<file path="config.mk">
export PLATFORM = sky130hd
export DESIGN_NAME = dmem_arbiter
export DESIGN_NICKNAME = d
export VERILOG_FILES = /design/src/rtl/dmem_arbiter.sv
export SDC_FILE = /design/constraint.sdc
export NUM_CORES = 1
export LEC_CHECK = 0
export ABC_AREA = 0
export CORE_AREA = 2 2 117 119
export DETAILED_ROUTE_END_ITERATION = 8
export DIE_AREA = 0 0 119 121
export SLEW_MARGIN = 40
export SYNTH_ARGS = -nofsm -noshare
export SYNTH_HDL_FRONTEND = slang
export SYNTH_SLANG_ARGS = --single-unit
</file>
<file path="constraint.sdc">
create_clock -name CLK -period 2.9 [get_ports CLK]
set_clock_uncertainty 0.05 [all_clocks]
set_input_delay 0.725 -clock CLK [delete_from_list [all_inputs] [get_ports CLK]]
set_output_delay 0.725 -clock CLK [all_outputs]
set_load 0.05 [all_outputs]
</file>
<file path="src/rtl/dmem_arbiter.sv">
// Two-requester arbiter for the data-memory port: CPU by default, IP via starvation promotion and locked bursts.
// Latency: grant is combinational (0 cycles); read data returns 1 cycle after the granted DREQ.
// Backpressure: a losing CPU sees CPU_STALL, a losing IP holds IP_REQ until IP_GNT; RSTN low blocks all grants.
module dmem_arbiter #(
    parameter int MAX_WAIT  = 4,
    parameter int MAX_BURST = 8
) (
    input  logic        CLK,
    input  logic        RSTN,
    input  logic        CPU_REQ,
    input  logic [1:0]  CPU_RW,
    input  logic [31:0] CPU_ADDR,
    input  logic [31:0] CPU_WDATA,
    output logic        CPU_STALL,
    output logic        CPU_RVALID,
    output logic [31:0] CPU_RDATA,
    input  logic        IP_REQ,
    input  logic [1:0]  IP_RW,
    input  logic [31:0] IP_ADDR,
    input  logic [31:0] IP_WDATA,
    input  logic        IP_LOCK,
    output logic        IP_GNT,
    output logic        IP_RVALID,
    output logic [31:0] IP_RDATA,
    output logic        DREQ,
    output logic [1:0]  DRW,
    output logic [31:0] DADDR,
    output logic [31:0] DWDATA,
    input  logic [31:0] DRDATA
);

    typedef enum logic {
        PRIO_CPU  = 1'b0,
        IP_LOCKED = 1'b1
    } state_t;

    localparam logic [3:0] WAIT_MAX  = 4'(MAX_WAIT);
    localparam logic [7:0] BURST_MAX = 8'(MAX_BURST);

    state_t     state_q, state_d;
    logic [3:0] wait_cnt_q, wait_cnt_d;
    logic [7:0] beat_cnt_q, beat_cnt_d;
    logic [1:0] rd_owner_q;
    logic       starve;
    logic       cpu_gnt, ip_gnt;

    assign starve = (wait_cnt_q == WAIT_MAX);

    // Grant priority; nothing is granted while reset is held.
    always_comb begin
        cpu_gnt = 1'b0;
        ip_gnt  = 1'b0;
        if (RSTN) begin
            if (state_q == IP_LOCKED && IP_REQ) begin
                ip_gnt = 1'b1;
            end else if (CPU_REQ && !starve) begin
                cpu_gnt = 1'b1;
            end else if (IP_REQ) begin
                ip_gnt = 1'b1;
            end
        end
    end

    always_comb begin
        state_d    = state_q;
        beat_cnt_d = beat_cnt_q;
        wait_cnt_d = wait_cnt_q;

        if (ip_gnt || !IP_REQ) begin
            wait_cnt_d = 4'd0;
        end else if (wait_cnt_q < WAIT_MAX) begin
            wait_cnt_d = wait_cnt_q + 4'd1;
        end

        case (state_q)
            PRIO_CPU: begin
                // A one-beat burst limit means a locked grant never holds the port.
                if (ip_gnt && IP_LOCK && BURST_MAX != 8'd1) begin
                    state_d    = IP_LOCKED;
                    beat_cnt_d = 8'd1;
                end
            end
            IP_LOCKED: begin
                if (!IP_REQ || !IP_LOCK || (beat_cnt_q + 8'd1 == BURST_MAX)) begin
                    state_d    = PRIO_CPU;
                    beat_cnt_d = 8'd0;
                end else begin
                    beat_cnt_d = beat_cnt_q + 8'd1;
                end
            end
            default: begin
                state_d    = PRIO_CPU;
                beat_cnt_d = 8'd0;
            end
        endcase
    end

    always_ff @(posedge CLK) begin
        if (!RSTN) begin
            state_q    <= PRIO_CPU;
            wait_cnt_q <= 4'd0;
            beat_cnt_q <= 8'd0;
            rd_owner_q <= 2'b00;
        end else begin
            state_q    <= state_d;
            wait_cnt_q <= wait_cnt_d;
            beat_cnt_q <= beat_cnt_d;
            rd_owner_q <= {ip_gnt & IP_RW[1], cpu_gnt & CPU_RW[1]};
        end
    end

    always_comb begin
        DREQ   = cpu_gnt | ip_gnt;
        DRW    = 2'b00;
        DADDR  = 32'd0;
        DWDATA = 32'd0;
        if (cpu_gnt) begin
            DRW    = CPU_RW;
            DADDR  = CPU_ADDR;
            DWDATA = CPU_WDATA;
        end else if (ip_gnt) begin
            DRW    = IP_RW;
            DADDR  = IP_ADDR;
            DWDATA = IP_WDATA;
        end
    end

    assign CPU_STALL  = CPU_REQ & ~cpu_gnt;
    assign IP_GNT     = ip_gnt;
    // Gating with RSTN drops a read that was in flight when reset hit.
    assign CPU_RVALID = RSTN & rd_owner_q[0];
    assign IP_RVALID  = RSTN & rd_owner_q[1];
    assign CPU_RDATA  = CPU_RVALID ? DRDATA : 32'd0;
    assign IP_RDATA   = IP_RVALID ? DRDATA : 32'd0;

endmodule

</file>
# Yosys cells after proc, flatten, opt, wreduce, memory -nomap -nowiden
# Index checks and enable logic that the tools add are counted.
# Widths: inputs -> output; s select.
[totals]
rom_bits = 0
inputBits = 169
out_inout_bits = 135
elab_cells = 50
latchBits = 0
mem_count = 0
ff_bits = 15
ram_bits = 0
[classes]
n_eq_ne = 3
n_div = 0
addsub = 2
mul = 0
n_mux = 21
magnitude_cmp = 1
n_reduce_logical = 10
shifts = 0
bitwise = 9
[op_table]
columns = ["operator", "count"]
rows = [
  ["$mux 32", 6],
  ["$mux 8", 2],
  ["$pmux 8 s2", 1],
  ["$mux 1", 9],
  ["$add 8x1->8 const B", 1],
  ["$eq 8x4->1 const B", 1],
  ["$and 1x1->1", 5],
  ["$add 4x1->4 const B", 1],
  ["$eq 4x3->1 const B", 1],
  ["$lt 4x3->1 const B", 1],
  ["$mux 2", 2],
  ["$logic_and 1x1->1", 3],
  ["$logic_not 1->1", 3],
  ["$logic_or 1x1->1", 3],
  ["$not 1->1", 3],
  ["$ne 2x2->1 const B", 1],
  ["$pmux 1 s2", 1],
  ["$reduce_or 2->1", 1],
  ["$or 1x1->1", 1],
]

# Longest topological paths before layout
[depth]
ltp_word = 9
mapped_depth = 8
ltp_nobuf = 6

# Least setup slack after synthesis
# No wires, ideal clock.
[synth_timing]
kind = "in2out"
from = "in IP_REQ"
to = "out DADDR[10]"
n_path_buf = 3
path_slack_ns = 0.135
cell_stages = 5
required_time_ns = 2.125
t_arrival_ns = 1.990
path_cell_list = "buf_2 -> a2111oi_4 -> buf_4 -> buf_4 -> a22o_1"
[synth_via]
elab_chain_len = 6
word_cells_on_any_way = 9
cone_classes = "mux (8); reduce/logical (1)"
[synth_lines]
columns = ["item", "line", "text"]
rows = [
  ["start: declaration", "17", "input logic IP_REQ,"],
  ["$mux 1", "58", "end else if (IP_REQ) begin"],
  ["$mux 1", "56", "end else if (CPU_REQ && !starve) begin"],
  ["$mux 1", "54", "if (state_q == IP_LOCKED && IP_REQ) begin"],
  ["$mux 1", "53", "if (RSTN) begin"],
  ["$mux 32", "121", "end else if (ip_gnt) begin"],
  ["$mux 32 *", "117", "if (cpu_gnt) begin"],
  ["end: declaration", "27", "output logic [31:0] DADDR,"],
]
# Mark *: on every way between the ends. The rest lies on a longest branch, timed or not.

# Worst setup path in the final report
[layout_timing]
from = "reg wait_cnt_q[0]"
to = "out DADDR[10]"
[layout_via]
elab_chain_len = 8
word_cells_on_any_way = 11
cone_classes = "eq/ne (1); mux (8); reduce/logical (2)"
[layout_lines]
columns = ["item", "line", "text"]
rows = [
  ["start: declaration", "41", "logic [3:0] wait_cnt_q, wait_cnt_d;"],
  ["start signal: assignment", "106", "wait_cnt_q <= wait_cnt_d;"],
  ["$eq 4x3->1 *", "47", "assign starve = (wait_cnt_q == WAIT_MAX);"],
  ["$logic_not 1->1 *", "56", ""],
  ["$logic_and 1x1->1 *", "56", ""],
  ["$mux 1", "56", ""],
  ["$mux 1", "54", ""],
  ["$mux 1", "53", ""],
  ["$mux 32", "121", ""],
  ["$mux 32 *", "117", ""],
]
# Marked as above.

==> insert_results.sql <==
INSERT INTO impl_metrics (metric_group, metric, value, unit) VALUES
('status', 'status', 'complete, no violations', ''),
('logic_synthesis', 'synth_enable_flop_cells', '0', ''),
('global_routing', 'gr-usage-all-layers', '19.2', '%'),
('route', 'detail_route.first_pass.iterations', '4', ''),
('sta', 'finalCriticalPeriod', '2.83', 'ns'),
('pwr', 'vdd_ir_drop_max', '139', 'uV'),
('placed_design', 'numPlacedInstances', '721', ''),
('global_routing', 'grt_pass1_wl', '21.4', 'mm'),
('floorplan', 'die-area', '0.0144', 'mm2'),
('global_routing', 'global_route.overflow_total', '0', ''),
('global_routing', 'grt_start_max_net_pins', '76', ''),
('logic_synthesis', 'share_of_synthesized_registers_carrying_an_async_set_or_reset', '0', '%'),
('layout', 'final_cell_mix', 'clkdlybuf4s50_1 (165), buf_12 (138), and3_1 (66)', ''),
('layout', 'drive_gt1_share', '38.8', '%'),
('layout', 'layout_commonest_cell', 'clkdlybuf4s50_1', ''),
('logic_synthesis', 'synth-seq-cells', '15', ''),
('sta', 'final_setup_slack_of_the_worst_path', '0.0675', 'ns'),
('logic_synthesis', 'mean_instance_size_in_the_synthesized_netlist', '7.65', 'um2'),
('setup_path', 'worstPathRequired', '2.12', 'ns'),
('sta', 'fin_tns_setup', '0', 'ns'),
('placed_design', 'dp_hpwl', '12.2', 'mm'),
('placed_design', 'io_buffers', '303', ''),
('logic_synthesis', 'yosys_warnings', '0', ''),
('logic_synthesis', 'synthesis.instances', '254', ''),
('route', 'route.detailed.vias_per_inst', '4.64', ''),
('floorplan', 'core_footprint', '0.0131', 'mm2'),
('cts', 'ctsRootBufferMaster', 'clkbuf_16', ''),
('setup_path', 'element_type_at_the_critical_path_start', 'flip-flop', ''),
('cts', 'clkLatencyLatePin', '0.24', 'ns'),
('sta', 'slew_violations', '0', ''),
('sta', 'tightest_slew', '0.524', 'ns'),
('floorplan', 'die-height', '121', 'um'),
('layout', 'finalNetCount', '733', ''),
('route', 'drcViolationCount', '0', ''),
('setup_path', 'length_in_cells_of_the_worst_reg_to_reg_path', '5', ''),
('min_path', 'hold_path_origin', 'wait_cnt_q[3]', ''),
('global_routing', 'grt_util_met1', '21.0', '%'),
('setup_path', 'critPathArrivalTime', '2.06', 'ns'),
('logic_synthesis', 'yosysSeqAreaShare', '15.4', '%'),
('setup_path', 'timing.rr.start', 'beat_cnt_q[0]', ''),
('pwr', 'p_leak', '3.13', 'nW'),
('logic_synthesis', 'post_synth_num_cell_types', '39', ''),
('cts', 'cts.sinks', '15', ''),
('sta', 'finalCritPeriodShare', '97.7', '%'),
('min_path', 'min-delay-path-class', 'reg -> reg', ''),
('route', 'detail_route.wirelength', '15.1', 'mm'),
('setup_path', 'r2r_end', 'beat_cnt_q[3]', ''),
('sta', 'finalSetupViolations', '0', ''),
('global_routing', 'first_global_vias', '3620', ''),
('layout', 'fill_cells', '1122', ''),
('run', 'max-cap-violations', '0', ''),
('cts', 'cts.htree.levels', '1', ''),
('setup_path', 'ff2ff_setup_slack', '1.12', 'ns'),
('cts', 'clk_transition_reported_paths', '0.05', 'ns'),
('route', 'routed-via-count', '3424', ''),
('min_path', 'worst_hold_path.endpoint', 'wait_cnt_q[3]', ''),
('logic_synthesis', 'post_synth_instance_area', '0.00194', 'mm2'),
('setup_path', 'timing.setup.critical_path_class', 'reg -> out', ''),
('sta', 'worst_slew_margin_rel', '65.0', '%'),
('layout', 'util_after_layout', '54.8', '%'),
('sta', 'fin_hold_ws', '0.458', 'ns'),
('pwr', 'power.density', '222', 'mW/mm2'),
('floorplan', 'floorplan.initialDensity', '14.9', '%'),
('cts', 'cts_inserted_buffers', '3', ''),
('placed_design', 'dp_worst_setup_slack', '-0.258', 'ns'),
('logic_synthesis', 'net_count_synth', '426', ''),
('min_path', 'hold-path-cell-count', '2', ''),
('floorplan', 'num_io_pins', '304', ''),
('global_routing', 'global_route.usage.met3', '6.91', '%'),
('global_routing', 'globalRouteMet2Util', '34.9', '%'),
('sta', 'fmaxAchievable', '353', 'MHz');
layout make-up:
cell class / instances / area (um2) / area share [%]
flip-flops and latches: 15 / 302 / 4.21
diodes: 2 / 5.00 / 0.0698
multi-input cells: 202 / 1790 / 25.0
repair buffers: 333 / 4750 / 66.3
inverters: 6 / 22.5 / 0.314
well taps: 176 / 220 / 3.07
clock buffers: 3 / 75.1 / 1.05
clock inverters: 1 / 5.00 / 0.0698
repair_timing:
item                       in CTS  in global routing
gates cloned                    2                  3
hold endpoints to repair        0                  0
setup buffers                   4                  2
setup endpoints to repair      68                 62
gates resized for setup        27                 26
pin swaps                       6                  5
hold buffers                    0                  0
worst max path at each step:
stage             startpoint          to  slack, ns
2_1_floorplan         IP_REQ   DADDR[10]       0.13
3_3_place_gp          IP_REQ   DADDR[27]      -0.25
3_5_place_dp         CPU_REQ   DWDATA[6]      -0.26
4_1_cts              CPU_REQ  DWDATA[20]    -0.0009
5_1_grt        wait_cnt_q[0]   DADDR[28]     -0.004
6_report       wait_cnt_q[0]   DADDR[10]       0.07
critical path, stage by stage, from the launching register on:
cell and delay [ns]:
dfxtp_2 0.34, inv_1 0.06, ha_1 0.19, and3b_4 0.20
a2111oi_4 0.21, buf_4 0.18, buf_12 0.15, buf_12 0.14
a22o_1 0.18, buf_12 0.15
power by group:
group,internal [mW],switching (mW)
logic,0.607,0.504
clock network,0.184,0.0849
registers,0.210,0.00362
layer usage:
layer  part of all wire, %  wire length (um)
met3                   8.2              1240
met1                    36              5390
met2                    54              8130
met5                     0                 0
met4                   2.4               356
per-stage QoR:
step	cell area, um2	total power [mW]
after CTS	6890	1.55
after global routing	7170	1.65
after global placement	6570	1.23
final	7170	1.59
after floorplan	1940	0.611
after detailed placement	6570	1.24
sequential cells by signal, summed over array words and instances, names as in the netlist:
| register | count |
|---|---|
| beat_cnt_q | 8 |
| wait_cnt_q | 4 |
| rd_owner_q | 2 |
| state_q | 1 |
cells by family after synthesis:
family	share of synthesized area, %
AOI/OAI and AO/OA	39.8
xor gates and xnor gates	0.901
adders and majority gates	1.93
buffers and inverters	9.14
DFF	15.4
and+or+nand+nor	32.8
cells in the mapped netlist (3+ instances only):
library cell	number	area (um2)
a22o_1	65	569
a31o_1	3	26.3
and2_1	4	25.0
and3_1	66	413
buf_2	10	50.1
buf_4	7	52.6
clkbuf_1	14	52.6
dfxtp_1	15	300
ha_1	3	37.5
inv_1	4	15.0
nand2_1	5	18.8
nand3_1	6	30.0
nor2_1	13	48.8
o21ai_0	5	25.0
No activity file was read; power rests on OpenSTA's default activity.
